### src/rtl/rv_core_seq.sv
// rv_core_seq: multi-cycle RV32I control sequencer (FETCH/DECODE/EXEC/MEM/WB) with PC, instret and sticky traps.
module rv_core_seq #(
  parameter logic [31:0] RESET_PC = 32'h0000_0000,
  parameter int          TIMEOUT  = 16,
  parameter int          CNT_W    = 32
) (
  input  logic             clk,
  input  logic             rst_n,
  input  logic             run_i,
  output logic             imem_req_o,
  input  logic             imem_ack_i,
  output logic             ir_we_o,
  input  logic             dec_illegal_i,
  input  logic             dec_mem_rd_i,
  input  logic             dec_mem_wr_i,
  input  logic             dec_rf_we_i,
  input  logic             br_taken_i,
  input  logic [31:0]      br_target_i,
  output logic             dmem_req_o,
  output logic             dmem_we_o,
  input  logic             dmem_ack_i,
  output logic             rf_we_o,
  output logic [31:0]      pc_o,
  output logic [CNT_W-1:0] instret_o,
  output logic             trap_o,
  output logic [1:0]       trap_cause_o,
  output logic [2:0]       state_o
);
  typedef enum logic [2:0] {IDLE, FETCH, DECODE, EXEC, MEM, WB, TRAP} state_e;
  localparam int WC_W = TIMEOUT < 2 ? 1 : $clog2(TIMEOUT + 1);
  state_e           state_q, state_d;
  logic [31:0]      pc_q, pc_d, tgt_q, tgt_d;
  logic [CNT_W-1:0] instret_q, instret_d;
  logic             br_q, br_d, trap_q, trap_d;
  logic [1:0]       cause_q, cause_d;
  logic [WC_W-1:0]  wc_q, wc_d;
  logic             misal, tmo;
  assign misal = br_q && (tgt_q[1:0] != 2'b00);
  assign tmo   = (TIMEOUT != 0) && (wc_q == WC_W'(TIMEOUT));
  always_comb begin
    state_d    = state_q;
    pc_d       = pc_q;
    instret_d  = instret_q;
    br_d       = br_q;
    tgt_d      = tgt_q;
    trap_d     = trap_q;
    cause_d    = cause_q;
    imem_req_o = 1'b0;
    ir_we_o    = 1'b0;
    dmem_req_o = 1'b0;
    dmem_we_o  = 1'b0;
    rf_we_o    = 1'b0;
    case (state_q)
      IDLE:   state_d = run_i ? FETCH : IDLE;
      FETCH: begin
        imem_req_o = 1'b1;
        ir_we_o    = imem_ack_i;
        if (imem_ack_i) state_d = DECODE;
        else if (tmo) begin
          state_d = TRAP;
          trap_d  = 1'b1;
          cause_d = 2'd2;
        end
      end
      DECODE: begin
        state_d = dec_illegal_i ? TRAP : EXEC;
        trap_d  = trap_q | dec_illegal_i;
        cause_d = dec_illegal_i ? 2'd0 : cause_q;
      end
      EXEC: begin
        br_d    = br_taken_i;
        tgt_d   = br_target_i;
        state_d = (dec_mem_rd_i || dec_mem_wr_i) ? MEM : WB;
      end
      MEM: begin
        dmem_req_o = 1'b1;
        dmem_we_o  = dec_mem_wr_i;
        if (dmem_ack_i) state_d = WB;
        else if (tmo) begin
          state_d = TRAP;
          trap_d  = 1'b1;
          cause_d = 2'd3;
        end
      end
      WB: begin
        if (misal) begin
          state_d = TRAP;
          trap_d  = 1'b1;
          cause_d = 2'd1;
        end else begin
          rf_we_o   = dec_rf_we_i;
          pc_d      = br_q ? tgt_q : pc_q + 32'd4;
          instret_d = instret_q + CNT_W'(1);
          state_d   = FETCH;
        end
      end
      TRAP:   state_d = TRAP;
      default: state_d = IDLE;
    endcase
    // counter restarts on every state change, so entering FETCH/MEM always starts from zero
    wc_d = (state_d != state_q) ? '0 : (imem_req_o || dmem_req_o) ? wc_q + WC_W'(1) : wc_q;
  end
  always_ff @(posedge clk or negedge rst_n) begin
    if (!rst_n) begin
      state_q   <= IDLE;
      pc_q      <= RESET_PC;
      instret_q <= '0;
      br_q      <= 1'b0;
      tgt_q     <= '0;
      trap_q    <= 1'b0;
      cause_q   <= 2'd0;
      wc_q      <= '0;
    end else begin
      state_q   <= state_d;
      pc_q      <= pc_d;
      instret_q <= instret_d;
      br_q      <= br_d;
      tgt_q     <= tgt_d;
      trap_q    <= trap_d;
      cause_q   <= cause_d;
      wc_q      <= wc_d;
    end
  end
  assign pc_o         = pc_q;
  assign instret_o    = instret_q;
  assign trap_o       = trap_q;
  assign trap_cause_o = cause_q;
  assign state_o      = state_q;
endmodule

### config.mk
export PLATFORM = sky130hd
export DESIGN_NAME = rv_core_seq
export DESIGN_NICKNAME = d
export VERILOG_FILES = /design/src/rtl/rv_core_seq.sv
export SDC_FILE = /design/constraint.sdc
export NUM_CORES = 1
export LEC_CHECK = 0
export ABC_CLOCK_PERIOD_IN_PS = 1900
export CORE_MARGIN = 2
export CORE_UTILIZATION = 42
export DETAILED_ROUTE_END_ITERATION = 10
export PLACE_DENSITY = 0.71
export SLEW_MARGIN = 20
export SYNTH_ARGS = -nofsm -noshare
export SYNTH_HDL_FRONTEND = slang
export SYNTH_SLANG_ARGS = --single-unit
### constraint.sdc
create_clock -name clk -period 1.9 [get_ports clk]
set_input_delay 0.57 -clock clk [delete_from_list [all_inputs] [get_ports clk]]
set_output_delay 0.57 -clock clk [all_outputs]
set_load 0.05 [all_outputs]
# Yosys cells after proc, flatten, opt, wreduce, memory -nomap -nowiden
# Index checks and enable logic that the tools add are counted.
word_totals:
  elab_cells: 66
  input_bits: 42
  out_inout_bits: 75
  reg_bits: 108
op_classes:
  bitwise: 2
  eq_ne: 14
  n_addsub: 3
  n_reduce_logical: 10
  mux: 29
op_table:
  columns: ["operator", "count"]
  rows:
  - ["32-bit by 1-bit adder with 32-bit output, second input constant", 1]
  - ["32-bit by 3-bit adder with 32-bit output, second input constant", 1]
  - ["32-bit two-way mux", 1]
  - ["3-bit case mux with 7 select lines", 1]
  - ["3-bit two-way mux", 5]
  - ["1-bit two-way mux", 12]
  - ["2-bit two-way mux", 6]
  - ["2-bit inequality test, second input constant", 6]
  - ["5-bit two-way mux", 2]
  - ["3-bit == test, second input constant", 3]
  - ["2-bit case mux with 4 select lines", 1]
  - ["7-bit AND reduction", 1]
  - ["3-bit by 2-bit == test with 1-bit output, second input constant", 2]
  - ["5-bit by 1-bit adder with 5-bit output, second input constant", 1]
  - ["5-bit == test, second input constant", 1]
  - ["1-bit case mux with 4 select lines", 1]
  - ["4-bit AND reduction", 1]
  - ["2-bit nonzero test", 2]
  - ["4-bit nonzero test", 1]
  - ["3-bit by 1-bit == test with 1-bit output, second input constant", 1]
  - ["3-bit logical NOT", 1]
  - ["3-bit inequality test", 1]
  - ["1-bit logical OR", 2]
  - ["2-bit AND reduction", 1]
  - ["other kinds (3)", 3]

# Longest topological paths before layout
logic_depth:
  depth_word: 6
  depth_mapped: 8

# Least setup slack after synthesis
# Ideal clock, no wire load.
synth_path:
  path_kind: "reg2out"
  start: "register state_q[0], in the netlist state_o[0]"
  end: "output port ir_we_o"
  path_slack_ps: -1404
  required_time_ps: 1330
  n_path_buf: 1
  arrival_time_ps: 2734
  path_stages_with_launch: 4
  path_cell_list: "dfrtp_1 -> buf_2 -> nor3b_1 -> and2_1"
synth_via:
  elab_chain_cells: 2
synth_rtl:
  columns: ["element", "line", "source"]
  rows:
  - ["start: declaration", "31", "state_e state_q, state_d;"]
  - ["start signal: assignment", "114", "state_q <= state_d;"]
  - ["3-bit by 1-bit == test with 1-bit output", "53", "case (state_q)"]
  - ["1-bit two-way mux", "53", null]
  - ["end: declaration", "12", "output logic ir_we_o,"]
# Every way passes these cells.

# Worst setup path in the final report
layout_path:
  start: "register state_q[1], in the netlist state_o[1]"
  end: "output port ir_we_o"
# The elaborated chain is that of the path after synthesis.

==> flow_summary.toml <==
[routing]
drcViolationCount = 0
dr.max_layer_used = "met4"
wl_mm = 14.3
wl_per_cell_um = 16.3
drt_iter0_markers = 373
dr.pass1.iters = 4
wl_met1_mm = 6.12
vias_per_cell = 5.38
drtAntennaViolNets = 0
wl_met3_um = 755
vias = 4705
wl_met2_mm = 7.18

[cells_and_area]
final_cell_mix = "107 x buf_4, 78 x dfrtp_1, 43 x buf_12"
fin_area_um2 = 8200
nFillCells = 965
multi_input_area_um2 = 2700
drive_gt1_share_pct = 40.1
nets = 744
n_antenna_cell = 0
mostFrequentLayoutCell = "buf_4"
final-seq-area_um2 = 2740
area_growth_pct = 52.8

[global_routing]
track_usage_pct = 21.1
antenna_found_initial = 0
grt-ovfl-total = 0
first_global_vias = 4651
grt_max_degree = 36
grt_pass1_wl_mm = 22.6

[yosys]
synth_nets = 557
synth_edf_count = 0
synth_cell_types = 57
syn_avg_cell_area_um2 = 10.5
synth_xor_area_share_pct = 5.88
synth_fa_ha_area_share_pct = 0.933
synth_top_family_by_area = "simple AND/OR/NAND/NOR gates"
synth_seq_cells = 108
synth_flop_cell = "dfrtp_1"
netlist_area_um2 = 5360
synthArstFlopShare_pct = 100
synth_compound_area_share_pct = 11.3
ys_seq_area_share_pct = 50.4
synth_simple_gate_area_share_pct = 19.6
synth_cells = 511
synthMuxAreaShare_pct = 9.21
yosys_warnings = 0

[placed_design]
dp_hpwl_mm = 9.99
placed_area_um2 = 7530
io_buffers = 116
dp_slack_ns = -0.342
place.gp.congestion = 0.866

[clock_tree]
cts_sinks = 108
clock_path_buffers = 2
cts_tree = "built"
clk_latency_ns = 0.35
htree_levels = 3
cts_hold_buf = 0
root_buffer = "clkbuf_16"
cts_buffers = 9
clk_pin_slew_ns = 0.07

[die]
start_util_pct = 42.7
core_um2 = 12600
rows = 41
ios = 117
die-area_um2 = 13700
die_h_um = 117
die_w_um = 117

[timing]
skew_ns = 0.00824
fin_crit_sh_pct = 108
slew_viol_final = 0
slew_headroom_pct = 71.1
setup_viol = 10
fin_ws_ns = -0.148
fin_tns_setup_ns = -0.684
worstMarginPinSlew_ns = 0.434
fmax_mhz = 488
rsz0062_at_grt = "yes"
period_needed_ns = 2.05
finalHoldViolCount = 0

[worst_setup_path]
worstReg2RegEnd = "wc_q[2]"
rrSetupSlack_ns = -0.02
cp-start-kind = "flip-flop"
cp_max_fo = 4
worst-r2r-cell-count = 7
end_kind = "output port"
worst_ep_arrival_time_ns = 1.48
crit_required_ns = 1.33
r2r_start = "wc_q[1]"
worstSetupPathType = "reg -> out"

[worst_hold_path]
hp-class = "in -> async"

[run]
maxCapViolCount = 0

[run_status]
status = "finished with violations"
violations = "negative setup slack"

[pwr]
p_leak_nw = 3.52
p_total_mw = 11.3
vdd_drop_max_v = 0.000711
p_per_area_nw_per_um2 = 1380
area by class of cell:
type	instances	area share (%)
repair buffers	200	26.8
flip-flops and latches	108	33.4
inverters	12	0.550
multi-input cells	367	33.0
well taps	172	2.63
clock buffers	14	3.47
clock inverters	2	0.198
registers in the layout, indices dropped and copies added (netlist names):
signal and cells:
trap_cause_o 2, instret_o 32, state_o 3, wc_q 5, tgt_q 32, br_q 1, trap_o 1, pc_o 32
worst max-delay path: stages (launching register included):
cell	delay [ns]
dfrtp_2	0.42
buf_6	0.14
nor3b_4	0.24
and2_4	0.20
buf_12	0.13
metrics by stage:
stage	utilization (%)	hold WS [ns]	std cells
final	65.2	0.161	875
after global routing	65.2	0.178	875
after CTS	63.1	0.167	861
after detailed placement	59.9	0.470	837
after global placement	59.9	0.462	837
after floorplan	-	0.274	511
power breakdown:
group / total (mW) / switching [mW] / leakage [nW] / internal [mW]
sequential: 3.61 / 0.603 / 1.35 / 3.00
clock: 1.89 / 0.848 / 0.145 / 1.04
combinational: 5.85 / 2.98 / 2.03 / 2.87
cells in the mapped netlist (5+ instances only):
cell        n  share of area [%]
a21oi_1    25                2.3
and2_1      6               0.70
and3_1     14                1.6
and4_1      5               0.82
buf_1       6               0.42
buf_2       8               0.75
clkbuf_1    9               0.63
dfrtp_1   108                 50
inv_1      12               0.84
mux2_2     35                7.3
mux2i_1    10                1.9
nand2_1    44                3.1
nand2b_1    6               0.70
nand3_1    30                2.8
nand4_1    18                2.1
nor2_1     30                2.1
nor2b_1     5               0.58
nor3_1      6               0.56
o21ai_0    15                1.4
o22ai_1    20                2.3
xnor2_1    29                4.7
xor2_1      7                1.1
logic make-up after synthesis:
| logic type | after synthesis |
|---|---|
| compound gates | 94 |
| fa+ha+maj | 4 |
| xor+xnor | 36 |
| buf+inv | 36 |
| flops | 108 |
| mux | 45 |
| simple gates | 188 |
routing by layer:
layer	GRT usage (%)	vias to the layer above
met2	35.8	141
met5	0	-
met3	4.27	20
li1	-	2243
met4	6.82	0
met1	27.4	2301
worst max-delay path by stage:
stage                             from        end  slack (ns)
after CTS                   state_o[1]    rf_we_o       -0.16
after global placement    dec_mem_wr_i    wc_q[4]       -0.31
final                       state_o[1]    ir_we_o       -0.15
after global routing        state_o[0]  dmem_we_o       -0.21
after floorplan             state_o[1]    ir_we_o       -0.30
after detailed placement    imem_ack_i    wc_q[2]       -0.34
repair_timing:
| action | in CTS | in global routing |
|---|---|---|
| endpoints found under the setup margin | 9 | 41 |
| pin swaps | 4 | 16 |
| gates cloned | 0 | 1 |
| resized for setup | 10 | 34 |
| setup buffers | 8 | 13 |
Power figures use the tool's default switching activity.
